`src/rtl/mux_pkg.sv`:
```
// Shared constants and helpers for the stream_mux_rr block: mode encodings,
// the default round-robin burst length and a clog2 helper for select-width checks.
package mux_pkg;

    localparam logic MODE_FIXED = 1'b0;
    localparam logic MODE_RR    = 1'b1;

    localparam int BURST_LEN_DEFAULT = 4;

    // Number of bits needed to encode 'value' distinct indices (clog2(1) = 0).
    function automatic int clog2(input int value);
        int bits;
        bits = 0;
        for (int i = 0; i < 32; i++) begin
            if ((64'(1) << bits) < 64'(value)) begin
                bits = bits + 1;
            end
        end
        return bits;
    endfunction

endpackage

```
`src/rtl/rr_arbiter.sv`:
```
// Round-robin arbiter: grants the first requester found scanning upward from
// last_grant+1 with wrap-around. No grant when disabled or when nothing requests.
module rr_arbiter
    import mux_pkg::*;
#(
    parameter int NUM_IN = 3,
    parameter int SEL_W  = 2
) (
    input  logic [NUM_IN-1:0] req,
    input  logic [SEL_W-1:0]  last_grant,
    input  logic              enable,
    output logic [SEL_W-1:0]  grant,
    output logic              grant_valid
);

    if (NUM_IN < 2 || NUM_IN > 16) begin : g_bad_num_in
        $error("rr_arbiter: NUM_IN must be in 2..16");
    end
    if (clog2(NUM_IN) > SEL_W) begin : g_bad_sel_w
        $error("rr_arbiter: SEL_W too narrow for NUM_IN");
    end

    int idx;

    // Scan from the farthest candidate to the nearest so that the nearest
    // valid requester (highest priority) is the last one to overwrite grant.
    always_comb begin
        grant       = '0;
        grant_valid = 1'b0;
        idx         = 0;
        if (enable) begin
            for (int i = NUM_IN; i >= 1; i--) begin
                idx = (int'(last_grant) + i) % NUM_IN;
                if (req[idx]) begin
                    grant       = SEL_W'(idx);
                    grant_valid = 1'b1;
                end
            end
        end
    end

endmodule

```
`src/rtl/stream_mux_rr.sv`:
```
// N-input streaming mux with a one-entry registered output, fixed-select or
// round-robin mode. Define STREAM_MUX_BURST_EN to let a round-robin winner keep the grant for up to BURST_LEN beats.
module stream_mux_rr
    import mux_pkg::*;
#(
    parameter int WIDTH     = 8,
    parameter int NUM_IN    = 3,
    parameter int SEL_W     = 2,
    parameter int BURST_LEN = BURST_LEN_DEFAULT
) (
    input  logic                    clk,
    input  logic                    rst,
    input  logic [NUM_IN*WIDTH-1:0] in_data,
    input  logic [NUM_IN-1:0]       in_valid,
    output logic [NUM_IN-1:0]       in_ready,
    input  logic                    mode,
    input  logic [SEL_W-1:0]        sel,
    output logic [WIDTH-1:0]        out_data,
    output logic                    out_valid,
    input  logic                    out_ready,
    output logic [SEL_W-1:0]        out_src
);

    if (clog2(NUM_IN) > SEL_W) begin : g_bad_sel_w
        $error("stream_mux_rr: 2**SEL_W must be >= NUM_IN");
    end
    if (BURST_LEN < 1) begin : g_bad_burst
        $error("stream_mux_rr: BURST_LEN must be >= 1");
    end

    // Handshake: a beat moves on a side only in a cycle where valid and ready
    // are both high at the rising edge. in_ready never depends on the same
    // channel's in_valid except through the grant, and it is one-hot or zero.
    logic             load;
    logic             accept;
    logic             fixed_ok;
    logic [SEL_W-1:0] grant;
    logic             grant_valid;
    logic [SEL_W-1:0] rr_grant;
    logic             rr_valid;
    logic [SEL_W-1:0] last_grant;
    logic [WIDTH-1:0] sel_data;

    assign load = !out_valid || out_ready;

    rr_arbiter #(
        .NUM_IN (NUM_IN),
        .SEL_W  (SEL_W)
    ) u_rr_arbiter (
        .req         (in_valid),
        .last_grant  (last_grant),
        .enable      (mode == MODE_RR),
        .grant       (rr_grant),
        .grant_valid (rr_valid)
    );

    // A select beyond the last channel must never grant.
    always_comb begin
        fixed_ok = 1'b0;
        if (int'(sel) < NUM_IN) begin
            fixed_ok = in_valid[sel];
        end
    end

`ifdef STREAM_MUX_BURST_EN
    localparam int CNT_W = clog2(BURST_LEN + 1);

    logic [CNT_W-1:0] burst_cnt;
    logic             burst_hold;

    assign burst_hold = (burst_cnt != '0) && (int'(burst_cnt) < BURST_LEN)
                        && in_valid[last_grant];

    always_comb begin
        grant       = '0;
        grant_valid = 1'b0;
        if (mode == MODE_FIXED) begin
            grant       = sel;
            grant_valid = fixed_ok;
        end else if (burst_hold) begin
            grant       = last_grant;
            grant_valid = 1'b1;
        end else begin
            grant       = rr_grant;
            grant_valid = rr_valid;
        end
    end

    // Counts consecutive round-robin beats of last_grant; zero means no burst.
    always_ff @(posedge clk or posedge rst) begin
        if (rst) begin
            burst_cnt <= '0;
        end else if (accept) begin
            if (mode != MODE_RR) begin
                burst_cnt <= '0;
            end else if (grant == last_grant && burst_cnt != '0
                         && int'(burst_cnt) < BURST_LEN) begin
                burst_cnt <= burst_cnt + 1'b1;
            end else begin
                burst_cnt <= CNT_W'(1);
            end
        end else if (mode == MODE_RR && !in_valid[last_grant]) begin
            burst_cnt <= '0;
        end
    end
`else
    always_comb begin
        grant       = '0;
        grant_valid = 1'b0;
        if (mode == MODE_FIXED) begin
            grant       = sel;
            grant_valid = fixed_ok;
        end else begin
            grant       = rr_grant;
            grant_valid = rr_valid;
        end
    end
`endif

    always_comb begin
        in_ready = '0;
        if (load && grant_valid) begin
            in_ready[grant] = 1'b1;
        end
    end

    assign accept   = |(in_ready & in_valid);
    assign sel_data = in_data[int'(grant)*WIDTH +: WIDTH];

    // Drain and reload may happen on the same edge, so full throughput needs no bubble.
    always_ff @(posedge clk or posedge rst) begin
        if (rst) begin
            out_valid <= 1'b0;
            out_data  <= '0;
            out_src   <= '0;
        end else if (accept) begin
            out_valid <= 1'b1;
            out_data  <= sel_data;
            out_src   <= grant;
        end else if (out_ready) begin
            out_valid <= 1'b0;
        end
    end

    // Updated in both modes so round-robin stays fair after fixed-select traffic.
    always_ff @(posedge clk or posedge rst) begin
        if (rst) begin
            last_grant <= SEL_W'(NUM_IN - 1);
        end else if (accept) begin
            last_grant <= grant;
        end
    end

endmodule

```
`config.mk`:
```
export PLATFORM = sky130hd
export DESIGN_NAME = stream_mux_rr
export DESIGN_NICKNAME = d
export VERILOG_FILES = /design/src/rtl/mux_pkg.sv /design/src/rtl/rr_arbiter.sv /design/src/rtl/stream_mux_rr.sv
export SDC_FILE = /design/constraint.sdc
export NUM_CORES = 1
export LEC_CHECK = 0
export BUFFER_PORTS_ARGS = -buffer_cell sky130_fd_sc_hd__buf_4
export CAP_MARGIN = 25
export CORE_ASPECT_RATIO = 0.6
export CORE_UTILIZATION = 47
export CTS_CLUSTER_SIZE = 40
export DETAILED_ROUTE_END_ITERATION = 10
export PLACE_DENSITY_LB_ADDON = 0.08
export SLEW_MARGIN = 20
export SYNTH_ARGS = -nofsm -noshare
export SYNTH_HDL_FRONTEND = slang
export SYNTH_SLANG_ARGS = --single-unit
```
`constraint.sdc`:
```
create_clock -name clk -period 3 [get_ports clk]
set_input_delay 0.15 -clock clk [delete_from_list [all_inputs] [get_ports clk]]
set_output_delay 0.15 -clock clk [all_outputs]
set_load 0.01 [all_outputs]
```
# After elaboration in Yosys (flattened, before gate mapping)
# Index checks and enable logic that the tools add are counted.
# totals
output_inout_bits,14
register_bits,13
inputBits,33
# classes
n_lt_le_gt_ge,7
div,3
reduce_logical,6
bitwise,1
n_addsub,3
shifts,1
n_mux,25
# op_table
operator,n
less-than comparator 32 x 4 -> 1 bit (second input constant),3
modulo 32 x 3 -> 32 bit (second input constant),3
indexed part select 24 x 6 -> 8 bit,1
two-way mux 1 bit,15
binary-select mux 1 bit (select 2 bit),4
two-way mux 2 bit,4
adder 2 x 2 -> 3 bit (second input constant),2
less-than comparator 2 x 3 -> 1 bit (second input constant),2
adder 2 x 1 -> 3 bit (second input constant),1
bitwise AND 3 bit,1
two-way mux 3 bit,1
OR reduction 3 bit,1
demux 1 bit (select 2 bit),1
>= comparator 2 x 1 -> 1 bit (second input constant),1
logical AND 1 bit,2
less-than comparator 2 bit (second input constant),1
nonzero test 2 bit,1
logical NOT 1 bit,1
logical OR 1 bit,1

# Depth between registers and ports, before layout
# Gate-level depths: netlist of run 1.
# logic_depth
ltp_word,17
mapped_depth,11
ltp_nobuf,8

# Cells and area by module
# A second synthesis of run 1 with hierarchy kept.
# unflattened
hier_cells,91
area_unflattened_um2,959.7
# by_module_without_submodules
mod,cells_each,seq_area_each_um2,instances,area_per_inst_um2
stream_mux_rr,70,301.5,1,812.0
rr_arbiter,21,0.0,1,147.6

# Worst setup path after synthesis of run 1
# OpenSTA, ideal clock, no wires.
# synth_timing
path_kind,flip-flop to flip-flop
start,reg last_grant[1]
end,reg out_data[0]
t_arrival_ns,2.659
setup_slack_ns,0.216
required_time_ns,2.875
stages_incl_launch_ff,10
synth_period_minus_slack_ns,2.784
setup_ns,0.125
cell_sequence,dfstp_2 -> ha_1 -> buf_6 -> or3b_1 -> o311ai_2 -> o21ai_4 -> or4b_4 -> a21oi_2 -> buf_6 -> mux2_4
# synth_via
elab_chain_len,16
elab_cells_between_ends,33
cone_classes,3 x add/sub; 3 x div; 2 x order compare; 1 x shift; 20 x mux; 1 x bitwise; 3 x reduce/logical
# synth_rtl
element,line_no,text
from (decl),stream_mux_rr.sv:41,logic [SEL_W-1:0] last_grant;
from (signal assigned),stream_mux_rr.sv:148,last_grant <= SEL_W'(NUM_IN - 1);
from (signal assigned),stream_mux_rr.sv:150,last_grant <= grant;
adder 2 x 2 -> 3 bit,rr_arbiter.sv:33,idx = (int'(last_grant) + i) % NUM_IN;
modulo 32 x 3 -> 32 bit,rr_arbiter.sv:33,
binary-select mux 1 bit (select 2 bit),rr_arbiter.sv:34,if (req[idx]) begin
two-way mux 1 bit (not written as such) (2 in a row),rr_arbiter.sv:34,
two-way mux 2 bit (3 in a row),rr_arbiter.sv:34,
two-way mux 2 bit,stream_mux_rr.sv:110,if (mode == MODE_FIXED) begin
less-than comparator 2 x 3 -> 1 bit (not written as such) / >= comparator 2 x 1 -> 1 bit (equally long branches),stream_mux_rr.sv:123,in_ready[grant] = 1'b1;
logical AND 1 bit (not written as such),stream_mux_rr.sv:123,
two-way mux 1 bit (not written as such),stream_mux_rr.sv:123,
demux 1 bit (select 2 bit),stream_mux_rr.sv:123,
two-way mux 3 bit,stream_mux_rr.sv:122,if (load && grant_valid) begin
bitwise AND 3 bit,stream_mux_rr.sv:127,assign accept = |(in_ready & in_valid);
OR reduction 3 bit,stream_mux_rr.sv:127,
to (signal assigned),stream_mux_rr.sv:138,out_data <= sel_data;
to (decl),stream_mux_rr.sv:18,"output logic [WIDTH-1:0] out_data,"
# Parallel ways exist; a longest one is shown, timed or not. The select of a mux whose other input is x is not followed.
# A chain may end at the register's enable or synchronous reset.

# Worst setup path after layout of run 1
# layout_timing
start,reg last_grant[1]
end,reg out_data[2]
# Same word-level chain as after synthesis.

==> results of run 1 <==
-- critical path: cells and delay by family (launching register included) --
kind,cells,cell delay [ps]
multiplexers,1,330
AND/OR/NAND/NOR,2,680
buffers and inverters,2,230
AO/OA/AOI/OAI,3,670
adder cells (fa/ha/maj),1,280
flip-flops,1,540
-- kinds of logic (layout without fill, tap and decap cells) --
kind of cell             count (synthesis)  count (layout)  synth area share, %
AO/OA/AOI/OAI                           42              42                 30.1
AND/OR/NAND/NOR                         27              27                 13.6
buffers and inverters                   17              62                 7.90
adder cells (fa/ha/maj)                  4               4                 4.72
flip-flops                              12              12                 28.4
multiplexers                            13              13                 15.3
-- how the worst max path moves through the flow --
stage                  start     endpoint  slack (ps)  cells past startpoint
2_1_floorplan  last_grant[1]  out_data[0]         220                      9
3_3_place_gp      out_src[0]  out_data[2]         220                      9
3_5_place_dp   last_grant[1]  out_data[2]         170                      9
4_1_cts        last_grant[1]  out_data[2]         160                      9
5_1_grt        last_grant[1]  out_data[7]          30                      9
6_report       last_grant[1]  out_data[2]         160                      9
-- power breakdown --
part	switching (mW)	internal [mW]	total, mW
combinational	0.424	0.439	0.863
sequential	0.0496	0.245	0.294
clock	0.0516	0.0929	0.144
-- cells in the mapped netlist, types with 2 or more instances --
library cell	instances
ha_1	4
mux2_4	6
nor2b_1	3
mux2_2	2
o21ai_1	3
o211ai_1	24
buf_6	2
nand2_1	11
o21bai_1	2
nand2b_1	3
dfrtp_1	11
inv_1	7
nor2_1	4
mux2i_1	5
clkbuf_1	5
o22ai_1	5
nand3b_1	2
-- final cells by class --
class / instances / area share (%)
Sequential cell: 12 / 20.3
Clock buffer: 4 / 3.04
Inverter: 7 / 1.77
Timing Repair Buffer: 51 / 26.8
Multi-Input combinational cell: 86 / 45.7
Tap cell: 28 / 2.36
-- registers in the layout, summed over array words and instances, names as in the netlist --
signal and cells:
out_valid 1, out_data 8, last_grant 1, out_src 2
-- metrics by stage --
stage               util [%]  hold WS, ps  std cells  total power [mW]
finish                  74.8          102        188              1.30
CTS                     74.7         99.2        188              1.30
detailed placement      72.0          173        183              1.15
global route            74.8          105        188              1.39
floorplan                  -         14.0        115             0.891
global placement        72.0          173        183              1.13
-- what timing repair did --
action                     4_1_cts  5_1_grt
setup endpoints to repair        0        2
hold endpoints to repair        11        0
hold buffers                     1        0
gates resized for setup          0        1
-- layer usage --
metal / vias up / share of wire [%] / GRT usage (%)
met4: 0 / 1.3 / 8.52
li1: 524 / - / -
met5: - / 0 / 0
met3: 5 / 5.1 / 4.12
met2: 37 / 42 / 36.7
met1: 468 / 52 / 35.1
==> results.toml, run 1 <==
[routing]
ant_nets = 0
dr.pass1.iters = 5
routedWlPerCell_um = 14.5
drt_iter0_markers = 46
vias_per_cell = 5.50
drcViolationCount = 0
vias = 1034
wl_um = 2730

[logic_synthesis]
synth.distinct_cells = 33
yosys_warnings = 0
yosys_most_used_dff = "dfrtp_1"
async_flop_share_pct = 100
syn_area_per_cell_sq_um = 9.23
yosys.area.top_type = "dfrtp_1"
yosysSeqAreaShare_pct = 28.4
syn_area_sq_um = 1060
netlist.area_leader.share_pct = 25.9
synthCells = 115
netlist_top_cells_area = "dfrtp_1, o211ai_1, mux2_4"
synth-edff-count = 0
synth_nets = 152
synth_seq_cells = 12

[min_path]
worstHoldEndpoint = "out_valid"
worstHoldPathType = "input port to register"
whs_path_depth = 2
worstHoldStart = "out_ready"

[clock_tree]
cts_setup_buffers = 0
htreeDepth = 1
clkSinkCount = 12
clk_pin_slew_worst_paths_ps = 50
cts_inserted_buffers = 3
cts_root_buffer = "clkbuf_8"
clock_latency_ps = 240
cts_tree = "built"
cts.path.max_buffers = 2

[floorplanning]
design.core.area_sq_um = 1980
core.rowCount = 12
die_h_um = 38.8
io_pins = 47
dieArea_sq_um = 2460
die_x_um = 63.3
start_util_pct = 53.5

[final_layout]
drive_above_1_share_pct = 42.5
regArea_sq_um = 302
antenna_cells = 0
final_cell_mix = "buf_4, o211ai_1, nand2_1, dfrtp_1, inv_1"
fillers = 160
multi_input_area_sq_um = 677
final_area_sq_um = 1480
num-nets-final = 198
mostFrequentLayoutCell = "buf_4"
syn2layout_area_growth_pct = 39.7

[timing]
fmax_ghz = 0.352
maxSlewViolCount = 0
skew_ps = 5.67
hold_violations = 0
finalWorstSetupSlack_ps = 160
worst_slew_pin_slew_ps = 412
rsz0062_at_grt = "false"
setup_viol_count_final = 0
relSlewSlack_pct = 72.5
tns_ps = 0
period_needed_ps = 2840
post-route-period-util_pct = 94.7

[global_routing]
grt_overflow_total = 0
grt_max_degree = 20
grt_pass1_vias = 935
grt_pass1_wl_um = 4340
grt_usage_pct = 24.4
antenna_found_initial = 0

[critical_path]
reg2reg_depth = 9
rr_startpoint = "last_grant[1]"
critPathArrivalTime_ps = 2960
crit_fanout = 12
startpoint_type = "register"
crit_path_top_delay_cell = "dfstp_2"
rr_endpoint = "out_data[2]"
cp.required_ps = 3120
criticalPathCategory = "register to register"
slowest_delay_ps = 540
crit_chain = "inv_1 > ha_1 > nor2b_1 > o311ai_2 > o21ai_4 > or4b_4 > a21oi_2 > buf_12 > mux2_2"
r2r_setup_slack_ps = 160
setup.worst_path.end_class = "register"

[status]
status = "completed"

[placement]
placed_area_sq_um = 1430
gp_congestion = 0.855
pre_cts_slack_ps = 166
place.detailed.hpwl_um = 2170
numPortBuffers = 46

[power_and_ir_drop]
power.density_nw_per_um2 = 878
power.leakage_nw = 0.682
peakVddDrop_mv = 0.380

[job]
maxCapViolCount = 0
Power figures use the tool's default switching activity.
==> run 2, diff against run 1 <==
- CORE_ASPECT_RATIO: 0.6 -> 0.8
==> results.toml, run 2 (synthesis results as in run 1) <==
[routing]
ant_nets = 0
drcViolationCount = 0
routedWlPerCell_um = 14.4
drt_iter0_markers = 25
wl_um = 2670
vias_per_cell = 5.66
dr.pass1.iters = 4
vias = 1047

[placement]
numPortBuffers = 46
gp_congestion = 0.856
place.detailed.hpwl_um = 2130

[clock_tree]
clock_latency_ps = 270
clkSinkCount = 12
htreeDepth = 1
clk_pin_slew_worst_paths_ps = 70
cts.path.max_buffers = 2
cts_tree = "built"
cts_root_buffer = "clkbuf_4"
cts_inserted_buffers = 3

[critical_path]
startpoint_type = "register"
worst-path-buf-inv = 2
crit_fanout = 9
crit_family = "simple AND/OR/NAND/NOR gates"
setup.worst_path.end_class = "register"
critPathArrivalTime_ps = 3050
cp.required_ps = 3170
r2r_setup_slack_ps = 120
crit_path_top_delay_cell = "dfstp_2"
crit_chain = "inv_1 > ha_1 > nor2b_1 > o311ai_2 > o21ai_4 > or4b_4 > a21oi_2 > buf_4 > mux2_2"
slowest_delay_ps = 560
criticalPathCategory = "register to register"

[timing]
setup_viol_count_final = 0
skew_ps = 6.35
worst_slew_pin_slew_ps = 437
tns_ps = 0
period_needed_ps = 2880
maxSlewViolCount = 0
post-route-period-util_pct = 96.2
rsz0062_at_grt = "true"
relSlewSlack_pct = 70.8
hold_violations = 0
fmax_ghz = 0.347

[power_and_ir_drop]
peakVddDrop_mv = 0.683
p_total_mw = 1.25
power.density_nw_per_um2 = 857
power.leakage_nw = 0.676

[floorplanning]
core.rowCount = 14
die_x_um = 55.1
dieArea_sq_um = 2450
io_pins = 47
die_h_um = 44.5
design.core.area_sq_um = 2000
start_util_pct = 53.1

[global_routing]
grt_overflow_total = 0
antenna_found_initial = 0
grt_max_degree = 20
grt_pass1_wl_um = 4040
grt_pass1_vias = 950
grt_usage_pct = 22.8

[final_layout]
mostFrequentLayoutCell = "buf_4"
num-nets-final = 199
fin_util_pct = 72.8
antenna_cells = 0
drive_above_1_share_pct = 42.9
largest_register = "out_data"
final_cell_mix = "buf_4, o211ai_1, nand2_1, dfrtp_1, inv_1"
largestRegisters = "out_data (8), out_src (2)"
largest_register_ffs = 8
syn2layout_area_growth_pct = 37.0

[job]
maxCapViolCount = 0

[status]
status = "completed"

[min_path]
worstHoldPathType = "input port to register"
==> run 2: layout make-up <==
type | instances | area, sq um
multi-input cells | 86 | 677
fillers | 143 | 543
clock buffers | 4 | 26.3
repair buffers | 52 | 393
well taps | 24 | 30.0
flip-flops and latches | 12 | 302
inverters | 7 | 26.3
==> run 2: what timing repair did <==
item	in CTS	in global routing
endpoints found under the setup margin	0	3
endpoints found under the hold margin	11	0
resized for setup	0	1
buffers inserted	0	0
hold buffers	1	0
==> run 2: final timing paths <==
check,from,to,cells past startpoint
worst max-delay path,last_grant[1],out_data[2],9
worst max register to register,last_grant[1],out_data[2],9
worst min register to register,out_data[5],out_data[5],1
max in group asynchronous,rst,last_grant[1],3
min in group asynchronous,rst,out_data[6],3
worst min-delay path,out_ready,out_valid,2
==> run 2: through the flow <==
step	worst slack (ps)	std cells	hold WS (ps)	area, sq um
3_5_place_dp	158	180	182	1420
3_3_place_gp	219	180	169	1420
6_report	115	185	62.0	1450
4_1_cts	110	185	55.6	1450
5_1_grt	-0.714	185	68.5	1450
2_1_floorplan	216	115	14.0	1060
==> run 2: routing by layer <==
layer	GRT usage (%)	up-vias	wire length, um
li1	-	521	-
met1	31.2	491	1280
met2	37.8	31	1240
met3	1.03	4	124
met4	7.50	0	21
met5	0	-	0
==> run 2: where the power goes <==
part           switching, mW  total, mW  leakage, nW  internal [mW]
clock network         0.0527      0.104       0.0150         0.0516
registers             0.0513      0.295        0.147          0.244
logic                  0.415      0.846        0.514          0.431
